==> src/rtl/captura_operandos.sv <==
// Operand capture for a switch/button calculator front end: synchronizes and
// debounces the load button, then steps A -> B -> ready -> clear on each press.
module captura_operandos #(
  parameter int REBOTE_CICLOS = 100000
) (
  input  logic       Reloj,
  input  logic       Reset,
  input  logic [3:0] Interruptores,
  input  logic       Boton,
  output logic [3:0] A,
  output logic [3:0] B,
  output logic       Listo,
  output logic [1:0] Fase
);

  localparam int CW = (REBOTE_CICLOS > 1) ? $clog2(REBOTE_CICLOS) : 1;
  localparam logic [CW-1:0] CNT_MAX = CW'(REBOTE_CICLOS - 1);

  typedef enum logic [1:0] {
    CAPTURA_A = 2'b00,
    CAPTURA_B = 2'b01,
    LISTO     = 2'b10,
    ILEGAL    = 2'b11
  } estado_t;

  logic [1:0]    sinc_q;
  logic          sinc;
  logic          estable_q, estable_d, estable_prev_q;
  logic [CW-1:0] cnt_q, cnt_d;
  logic          pulso;

  estado_t       state_q, state_d;
  logic [3:0]    a_q, a_d, b_q, b_d;
  logic          listo_q, listo_d;

  assign sinc = sinc_q[1];

  always_ff @(posedge Reloj or posedge Reset) begin
    if (Reset) begin
      sinc_q         <= 2'b00;
      estable_q      <= 1'b0;
      estable_prev_q <= 1'b0;
      cnt_q          <= '0;
    end else begin
      sinc_q         <= {sinc_q[0], Boton};
      estable_q      <= estable_d;
      estable_prev_q <= estable_q;
      cnt_q          <= cnt_d;
    end
  end

  // Level is only accepted after REBOTE_CICLOS consecutive disagreeing cycles;
  // any agreement restarts the count.
  always_comb begin
    estable_d = estable_q;
    cnt_d     = '0;
    if (sinc != estable_q) begin
      if (cnt_q == CNT_MAX) estable_d = sinc;
      else                  cnt_d     = cnt_q + 1'b1;
    end
  end

  assign pulso = estable_q & ~estable_prev_q;

  always_ff @(posedge Reloj or posedge Reset) begin
    if (Reset) begin
      state_q <= CAPTURA_A;
      a_q     <= 4'h0;
      b_q     <= 4'h0;
      listo_q <= 1'b0;
    end else begin
      state_q <= state_d;
      a_q     <= a_d;
      b_q     <= b_d;
      listo_q <= listo_d;
    end
  end

  always_comb begin
    state_d = state_q;
    a_d     = a_q;
    b_d     = b_q;
    listo_d = listo_q;
    case (state_q)
      CAPTURA_A: if (pulso) begin
        a_d     = Interruptores;
        state_d = CAPTURA_B;
      end
      CAPTURA_B: if (pulso) begin
        b_d     = Interruptores;
        listo_d = 1'b1;
        state_d = LISTO;
      end
      LISTO: if (pulso) begin
        a_d     = 4'h0;
        b_d     = 4'h0;
        listo_d = 1'b0;
        state_d = CAPTURA_A;
      end
      default: begin
        a_d     = 4'h0;
        b_d     = 4'h0;
        listo_d = 1'b0;
        state_d = CAPTURA_A;
      end
    endcase
  end

  assign A     = a_q;
  assign B     = b_q;
  assign Listo = listo_q;
  assign Fase  = state_q;

endmodule
==> config.mk <==
export PLATFORM = sky130hd
export DESIGN_NAME = captura_operandos
export DESIGN_NICKNAME = d
export VERILOG_FILES = /design/src/rtl/captura_operandos.sv
export SDC_FILE = /design/constraint.sdc
export NUM_CORES = 1
export LEC_CHECK = 0
export ABC_AREA = 1
export BUFFER_PORTS_ARGS = -buffer_cell sky130_fd_sc_hd__buf_2
export CAP_MARGIN = 30
export CORE_MARGIN = 10
export CORE_UTILIZATION = 57
export CTS_CLUSTER_DIAMETER = 80
export DETAILED_ROUTE_END_ITERATION = 6
export HOLD_SLACK_MARGIN = 0.03
export PLACE_DENSITY = 0.78
export SYNTH_ARGS = -nofsm -noshare
export SYNTH_HDL_FRONTEND = slang
export SYNTH_SLANG_ARGS = --single-unit
export TNS_END_PERCENT = 100
==> constraint.sdc <==
create_clock -name Reloj -period 1.4 [get_ports Reloj]
set_input_delay 0.14 -clock Reloj [delete_from_list [all_inputs] [get_ports Reloj]]
set_output_delay 0.14 -clock Reloj [all_outputs]
set_load 0.05 [all_outputs]
# == Yosys cells after proc, flatten, opt, wreduce, memory -nomap -nowiden ==
# Index checks and enable logic that the tools add are counted.
# word_totals
reg_bits,32
inputBits,7
out_inout_bits,11
# classes
n_addsub,1
n_eq_ne,7
muxes,13
bitwise_logic,4
reduce_logical,5
# ops
cell,n
17-bit 2-to-1 mux,2
4-bit one-hot mux with 3 select lines,2
17-bit by 1-bit adder with 17-bit output (second input constant),1
17-bit == test (second input constant),1
3-bit AND reduction,3
4-bit 2-to-1 mux,2
2-bit 2-to-1 mux,3
2-bit != test (second input constant),3
2-bit one-hot mux with 3 select lines,1
1-bit inverter,3
1-bit one-hot mux with 3 select lines,1
2-bit by 1-bit == test with 1-bit output (second input constant),1
2-bit == test (second input constant),1
2-bit logical NOT,1
1-bit 2-to-1 mux,2
2-bit AND reduction,1
1-bit AND,1
1-bit != test,1

# == Depth between registers and ports, before layout ==
# Gate-level depths: netlist (run 1).
# depth
word_depth,4
depth_mapped,9
ltp_nobuf,9

# == Least setup slack after synthesis (run 1) ==
# Ideal clock, no wire load.
# synth_path
kind,reg2reg
startpoint,"register state_q[0], in the netlist Fase[0]"
endpoint,"register b_q[0], in the netlist B[0]"
setup_ns,0.083
arrival_time_ns,1.246
t_required_ns,1.317
setup_slack_ns,0.071
stages_incl_launch_ff,5
period_less_slack_ns,1.329
cell_sequence,dfrtp_1 > inv_1 > nor2_1 > nand2_1 > o21ai_0
# synth_between
elab_chain_len,3
word_cells_on_any_way,8
cone_classes,eq/ne (4); mux (1); bitwise (1); reduce/logical (2)
# synth_rtl
item,line_no,source
"start, declared",32,"estado_t state_q, state_d;"
"start signal, assigned",72,state_q <= state_d;
"2-bit by 1-bit == test with 1-bit output, or another cell as far along",84,case (state_q)
2-bit != test (no source line) / 1-bit inverter (equally long branches),-,
3-bit AND reduction (no source line),-,
"end signal, assigned",69,b_q <= 4'h0;
"end signal, assigned",74,b_q <= b_d;
"end, declared",33,"logic [3:0] a_q, a_d, b_q, b_d;"
# Several ways; a longest one is shown, not always the timed one.
# A chain may end at the register's enable or synchronous reset.

# == Worst setup path after layout (run 1) ==
# layout_path
startpoint,register cnt_q[1]
endpoint,register cnt_q[10]
# layout_between
elab_chain_len,3
word_cells_on_any_way,4
cone_classes,add/sub (1); eq/ne (1); mux (2)
# layout_rtl
item,line_no,source
"start, declared",29,"logic [CW-1:0] cnt_q, cnt_d;"
"start signal, assigned",48,cnt_q <= cnt_d;
17-bit by 1-bit adder with 17-bit output / 17-bit == test (equally long branches),"59, 58",
17-bit 2-to-1 mux *,58,if (cnt_q == CNT_MAX) estable_d = sinc;
17-bit 2-to-1 mux *,57,if (sinc != estable_q) begin
net cnt_d[10],29,
# Mark *: on every way through the listed nets, which the timed path passes. The rest lies on a longest branch.

==> results of run 1 <==
-- tightest hold or removal path, cell delays in order --
cell and delay [ns]:
sky130_fd_sc_hd__buf_2 0.09, sky130_fd_sc_hd__inv_1 0.05, sky130_fd_sc_hd__o21ai_0 0.07
-- cell usage after synthesis (all sizes together) --
cell	instances	area [um2]
nor2	45	201
o21bai	1	11.3
ha	1	12.5
dfrtp	32	801
inv	25	93.8
nand4	3	18.8
a21oi	4	23.8
xnor2	1	8.76
nor3	2	15.0
nand3	7	35.0
nand2	43	189
o21ai	22	110
nand3b	1	7.51
xor2	4	42.6
-- power by group through the flow --
stage | Sequential (mW) | Clock (mW) | Combinational, mW
final | 0.943 | 0.784 | 0.0747
after global placement | 0.959 | 0 | 0.0579
after detailed placement | 0.960 | 0 | 0.0593
after global routing | 0.944 | 0.826 | 0.0871
after CTS | 0.942 | 0.796 | 0.0640
after floorplan | 0.958 | 0 | 0.0386
-- stage by stage --
stage | power [mW] | hold WS, ns | setup TNS, ns | setup slack [ns]
floorplan | 0.997 | 0.171 | 0 | 0.0713
global placement | 1.02 | 0.231 | 0 | 0.0943
detailed placement | 1.02 | 0.245 | 0 | 0.0610
CTS | 1.80 | 0.0489 | 0 | 0.0383
global route | 1.86 | 0.0824 | -0.153 | -0.0619
finish | 1.80 | 0.0587 | 0 | 0.0640
-- final timing paths --
kind                             startpoint         to  slack [ns]  depth (start not counted)
hold / removal             Interruptores[0]       B[0]        0.06                          3
setup / recovery                   cnt_q[1]  cnt_q[10]        0.06                          8
min in group asynchronous             Reset    Fase[1]        0.41                          4
setup reg to reg                   cnt_q[1]  cnt_q[10]        0.06                          8
max in group asynchronous             Reset   cnt_q[7]        0.70                          4
hold reg to reg                   sinc_q[0]  sinc_q[1]        0.37                          0
-- per-layer routing --
| layer | global-route usage [%] | routed length [um] | part of all wire (%) | up-vias |
|---|---|---|---|---|
| li1 | - | - | - | 668 |
| met1 | 15.5 | 1390 | 40 | 651 |
| met2 | 21.1 | 1790 | 51 | 38 |
| met3 | 3.95 | 212 | 6.1 | 9 |
| met4 | 9.07 | 90 | 2.6 | 0 |
| met5 | 0 | 0 | 0 | - |
-- final cells by class --
type	instances	area, um2	share of cell area, %
Sequential cell	32	801	42.6
Multi-Input combinational cell	135	711	37.8
Timing Repair Buffer	24	143	7.58
Inverter	25	93.8	4.99
Clock buffer	7	65.1	3.46
Tap cell	30	37.5	2.00
Clock inverter	1	30.0	1.60
-- flip-flops by register name, indices dropped and copies added, names as in the netlist --
name and cells:
sinc_q 2, Fase 2, estable_q 1, estable_prev_q 1
cnt_q 17, A 4, Listo 1, B 4
-- cells in the final DEF, fill, tap and decap left out --
cell type	count
sky130_fd_sc_hd__nand3_1	7
sky130_fd_sc_hd__nand2_2	8
sky130_fd_sc_hd__nand2_4	2
sky130_fd_sc_hd__inv_2	3
sky130_fd_sc_hd__dlygate4sd3_1	2
sky130_fd_sc_hd__nor2_4	3
sky130_fd_sc_hd__nor2_1	34
sky130_fd_sc_hd__dfrtp_1	32
sky130_fd_sc_hd__nor2_2	8
sky130_fd_sc_hd__o21bai_2	1
sky130_fd_sc_hd__clkbuf_4	5
sky130_fd_sc_hd__o21ai_0	19
sky130_fd_sc_hd__nor3_1	1
sky130_fd_sc_hd__xor2_4	1
sky130_fd_sc_hd__xnor2_1	1
sky130_fd_sc_hd__buf_2	17
sky130_fd_sc_hd__clkbuf_8	2
sky130_fd_sc_hd__bufinv_16	1
sky130_fd_sc_hd__nand3b_1	1
sky130_fd_sc_hd__o21ai_1	3
sky130_fd_sc_hd__buf_4	5
sky130_fd_sc_hd__a21oi_1	3
sky130_fd_sc_hd__inv_1	22
sky130_fd_sc_hd__nand2_1	34
sky130_fd_sc_hd__xor2_1	3
sky130_fd_sc_hd__a21oi_2	1
sky130_fd_sc_hd__nand4_1	3
sky130_fd_sc_hd__ha_2	1
sky130_fd_sc_hd__nor3_2	1
-- kinds of logic (layout without fill, tap and decap cells) --
logic type,after synthesis,count (layout),synth area share [%]
buffers and inverters,25,57,5.98
AOI/OAI and AO/OA,27,27,9.24
and+or+nand+nor,101,102,29.7
xor gates and xnor gates,5,5,3.27
adders and majority gates,1,1,0.797
DFF,32,32,51.0
-- timing repair --
item,CTS,global route
resized for setup,0,6
hold endpoints to repair,33,0
endpoints found under the setup margin,0,13
hold buffers,2,0
buffers inserted,0,2
==> qor.csv, run 1 <==
stage,metric,value,unit
grt,antenna violations before repair,0,
finish,post-layout net count,231,
critical_path,Crit. End Element,flop,
detailed_routing,Final Routed Wirelength,3480,um
die,core box area,2540,um2
finish,share of post-route cells with drive strength above 1,26.3,%
timing,number of failing hold endpoints at the final stage,0,
timing,post-route minimum period,1.34,ns
finish,Filler Cell Count,191,
power_and_ir_drop,sw power,364,uW
clocking,clock input transition at the sequential cells of the worst setup and hold paths,0.10,ns
clocking,maximum clock insertion buffer count,2,
power_and_ir_drop,power share of the sequential group,52.3,%
place,sum of net half-perimeters after detailed placement,2470,um
critical_path,Top delay family on crit path,simple AND/OR/NAND/NOR gates,
finish,area of all placed cells without fillers,1880,um2
clocking,CTS tree,done,
power_and_ir_drop,part of the power in combinational logic,4.1,%
timing,total setup violations reported at the end of the flow,0,
power_and_ir_drop,P_leak,0.846,nW
clocking,root buf cell,sky130_fd_sc_hd__clkbuf_4,
detailed_routing,via count,1366,
grt,vias in the first global route,1308,
critical_path,critical path's most frequent cell,sky130_fd_sc_hd__nand2_4,
power_and_ir_drop,switching part of the total power,20.2,%
timing,Fin Clk Skew,0.00750,ns
finish,end-of-flow core utilization,73.9,%
critical_path,Setup Crit Path Kind,reg -> reg,
die,Total Die Area,5250,um2
die,Die W,72.5,um
clocking,number of H-tree levels,2,
detailed_routing,via/cell ratio,5.38,
detailed_routing,post-detailed-route DRC marker count,0,
power_and_ir_drop,internal power,1.44,mW
power_and_ir_drop,clock share of power,43.5,%
grt,wire length of the first global-routing pass,5670,um
detailed_routing,DR iter-0 viols,148,
clocking,source-to-sink clock delay at the later pin of the worst-skew pair,0.34,ns
detailed_routing,TritonRoute pass-1 iters,4,
critical_path,stage delay of the slowest cell on the critical path,0.38,ns
grt,maximum number of pins on one net before global-route repair,33,
place,final weighted congestion in routability-driven placement,0.837,
critical_path,required time at the worst-slack endpoint,1.62,ns
critical_path,standard cell with the maximum stage delay on the critical path,sky130_fd_sc_hd__dfrtp_1,
critical_path,Buf/Inv on CP,1,
grt,GR Overflow Total,0,
clocking,total clock sinks,32,
power_and_ir_drop,Power per Cell Area,958,nW/um2
finish,number of cells in the finished layout apart from fillers,254,
synth,net count of the mapped netlist,199,
timing,post-route fraction of the period consumed by the critical path,95.4,%
synth,post-synthesis area per instance,8.22,um2
power_and_ir_drop,VDD IR max,0.00106,V
min_path,Min-Delay Path Class,in -> reg,
timing,Worst-Margin Slew,0.387,ns
synth,Yosys warning total,0,
job,Max-Cap Viols,0,
place,post-place instance area,1720,um2
detailed_routing,DR WL/cell,13.7,um
finish,count of antenna diodes in the layout,0,
die,effective utilization at floorplan,61.7,%
timing,Achievable Freq,748,MHz
timing,worst max-slew margin expressed relative to the limit,74.2,%
critical_path,critical-path cell list,ha_2 -> nand2_1 -> inv_2 -> nand2_2 -> nor2_4 -> nand2_4 -> nand2_4 -> nor2_1,
clocking,cts bufs inserted,5,
grt,overall track demand over capacity in global routing,13.4,%
critical_path,largest driver fanout on the critical path,5,
synth,number of distinct standard cells referenced by the synthesized netlist,23,
die,Chip Height,72.5,um
finish,Layout area overhead,19.8,%
die,number of primary I/O pins,18,
timing,"Slew Viols, Final",0,
place,number of port buffers,17,
synth,synthesized area,1570,um2
critical_path,startpoint types,flop,
synth,Gate Count Post-Synth,191,
detailed_routing,Antenna Nets Post-Route,0,
die,number of rows in the core area,18,
outcome,run status,"complete, no violations",
synth,sequential area share after synthesis,51.0,%
place,cell total after placement,241,
synth,count of state elements after synthesis,32,
critical_path,arrival time reported for the critical path endpoint,1.56,ns
Note: power is estimated with default switching activity, not from simulation.
==> inputs of run 2 (changes only) <==
--- a/config.mk
+++ b/config.mk
@@ -9,11 +9,11 @@
 export BUFFER_PORTS_ARGS = -buffer_cell sky130_fd_sc_hd__buf_2
 export CAP_MARGIN = 30
 export CORE_MARGIN = 10
-export CORE_UTILIZATION = 57
+export CORE_UTILIZATION = 60
 export CTS_CLUSTER_DIAMETER = 80
 export DETAILED_ROUTE_END_ITERATION = 6
 export HOLD_SLACK_MARGIN = 0.03
-export PLACE_DENSITY = 0.78
+export PLACE_DENSITY = 0.82
 export SYNTH_ARGS = -nofsm -noshare
 export SYNTH_HDL_FRONTEND = slang
 export SYNTH_SLANG_ARGS = --single-unit
==> constraint.sdc (replaced) <==
create_clock -name Reloj -period 1.7 [get_ports Reloj]
set_input_delay 0.17 -clock Reloj [delete_from_list [all_inputs] [get_ports Reloj]]
set_output_delay 0.17 -clock Reloj [all_outputs]
set_load 0.05 [all_outputs]
==> run 2 against run 1 <==
Net effect: non-clock buffer count shrank 4; utilization fell by 0.61 points; flip-flop and latch count stayed put; sequential share of layout area grew 1.5 points; wire length fell by 6.6%; final area is 3.5% lower; count of clock-buffer cells in the layout unchanged; combinational power decreased by 31%; critical path depth is the same; die area fell by 3.6%; clock power is 17% lower; worst hold slack improved by 0.015 ns; critical path type unchanged; largest cell class unchanged.
==> qor.csv, run 2 (synthesized netlist as in run 1, its figures left out) <==
stage,metric,value,unit
timing,Achievable Freq,717,MHz
detailed_routing,TritonRoute pass-1 iters,5,
timing,total setup violations reported at the end of the flow,0,
die,number of primary I/O pins,18,
timing,RSZ-0062 raised after global routing,no,
job,Max-Cap Viols,0,
finish,area of all placed cells without fillers,1820,um2
finish,share of post-route cells with drive strength above 1,23.3,%
grt,maximum number of pins on one net before global-route repair,33,
critical_path,Crit. End Element,flop,
place,final weighted congestion in routability-driven placement,0.848,
clocking,root buf cell,sky130_fd_sc_hd__clkbuf_4,
detailed_routing,Final Routed Wirelength,3250,um
finish,Filler Cell Count,185,
clocking,Post-CTS Setup Inserts,0,
clocking,number of H-tree levels,2,
power_and_ir_drop,overall power,1.48,mW
finish,Layout area overhead,15.6,%
min_path,Min-Delay Path Class,in -> reg,
clocking,total clock sinks,32,
grt,overall track demand over capacity in global routing,13.7,%
detailed_routing,via/cell ratio,5.38,
detailed_routing,post-detailed-route DRC marker count,0,
timing,number of failing hold endpoints at the final stage,0,
critical_path,arrival time reported for the critical path endpoint,1.62,ns
grt,antenna violations before repair,0,
clocking,maximum clock insertion buffer count,2,
finish,Largest Register,cnt_q,
die,Chip Height,71.2,um
outcome,run status,"complete, no violations",
critical_path,Setup Crit Path Kind,reg -> reg,
finish,most frequent cells in the layout,"sky130_fd_sc_hd__nor2_1, sky130_fd_sc_hd__nand2_1, sky130_fd_sc_hd__dfrtp_1",
detailed_routing,via count,1339,
clocking,count of hold buffers inserted by post-cts repair,2,
place,post-place instance area,1700,um2
detailed_routing,Antenna Nets Post-Route,0,
die,Die W,71.2,um
critical_path,required time at the worst-slack endpoint,1.93,ns
timing,post-route minimum period,1.40,ns
die,effective utilization at floorplan,63.4,%
clocking,source-to-sink clock delay at the later pin of the worst-skew pair,0.34,ns
finish,"most common cell after layout, fill and taps aside",sky130_fd_sc_hd__nor2_1,
power_and_ir_drop,Power per Cell Area,814,nW/um2
min_path,launch point of the worst hold path,Interruptores[2],
finish,post-layout net count,226,
clocking,cts bufs inserted,5,
power_and_ir_drop,VDD IR max,0.000860,V
timing,Worst-Margin Slew,0.392,ns
power_and_ir_drop,P_leak,0.807,nW
timing,post-route fraction of the period consumed by the critical path,82.1,%
finish,count of antenna diodes in the layout,0,
place,number of port buffers,17,
die,number of rows in the core area,18,
timing,Fin Clk Skew,0.00779,ns
critical_path,startpoint types,flop,
timing,"Slew Viols, Final",0,
clocking,clock input transition at the sequential cells of the worst setup and hold paths,0.10,ns
die,core box area,2480,um2
detailed_routing,DR iter-0 viols,120,
grt,wire length of the first global-routing pass,5600,um
timing,Total Neg Setup Slack,0,ns
critical_path,largest driver fanout on the critical path,9,
clocking,CTS tree,done,
critical_path,Critical Path Start,cnt_q[0],
finish,number of flip-flops in the largest register,17,
timing,worst max-slew margin expressed relative to the limit,73.8,%
grt,GR Overflow Total,0,
die,Total Die Area,5060,um2
place,sum of net half-perimeters after detailed placement,2510,um
grt,vias in the first global route,1268,
detailed_routing,DR WL/cell,13.1,um
clocking,number of gates resized after CTS,0,
critical_path,beginning of the worst register-to-register path,cnt_q[0],
run 2: layer usage:
metal | share of wire (%) | track usage [%] | vias up
li1 | - | - | 648
met3 | 5.1 | 5.30 | 12
met2 | 49 | 20.1 | 34
met5 | 0 | 0 | -
met1 | 43 | 16.7 | 645
met4 | 2.6 | 7.74 | 0
run 2: stage by stage:
stage | std cells | setup slack [ns] | hold WS (ns) | utilization, %
floorplan | 191 | 0.371 | 0.201 | -
global placement | 239 | 0.395 | 0.259 | 68.6
detailed placement | 239 | 0.335 | 0.266 | 68.6
CTS | 249 | 0.312 | 0.0646 | 73.3
global route | 249 | 0.162 | 0.0727 | 73.3
finish | 249 | 0.305 | 0.0733 | 73.3
run 2: cell type report:
class / instances / area, um2 / area share (%)
sequential: 32 / 801 / 44.1
multi-input combinational: 134 / 676 / 37.2
timing repair buffer: 20 / 113 / 6.20
inverter: 25 / 93.8 / 5.17
clock buffer: 7 / 65.1 / 3.58
tap: 30 / 37.5 / 2.07
clock inverter: 1 / 30.0 / 1.65
run 2: critical path, cell delays in order (launching register included):
cell,delay (ns)
sky130_fd_sc_hd__dfrtp_1,0.40
sky130_fd_sc_hd__ha_1,0.21
sky130_fd_sc_hd__nand2_1,0.10
sky130_fd_sc_hd__inv_2,0.07
sky130_fd_sc_hd__nand2_2,0.07
sky130_fd_sc_hd__nor2_2,0.13
sky130_fd_sc_hd__nand2_2,0.10
sky130_fd_sc_hd__nand2_4,0.13
sky130_fd_sc_hd__nor2_1,0.06
run 2: worst paths after layout:
path | cells past startpoint | end | slack (ns)
setup reg to reg | 8 | cnt_q[7] | 0.30
max in group asynchronous | 4 | cnt_q[7] | 0.97
hold / removal | 3 | B[2] | 0.07
setup / recovery | 8 | cnt_q[7] | 0.30
hold reg to reg | 0 | sinc_q[1] | 0.36
min in group asynchronous | 4 | Fase[1] | 0.43
run 2: report_power, final:
| part | switching (mW) | total (mW) | internal [mW] | leakage, nW |
|---|---|---|---|---|
| Sequential | 0.00748 | 0.776 | 0.769 | 0.398 |
| Clock | 0.260 | 0.650 | 0.390 | 0.0515 |
| Combinational | 0.0340 | 0.0519 | 0.0178 | 0.357 |
| Total | 0.302 | 1.48 | 1.18 | 0.807 |
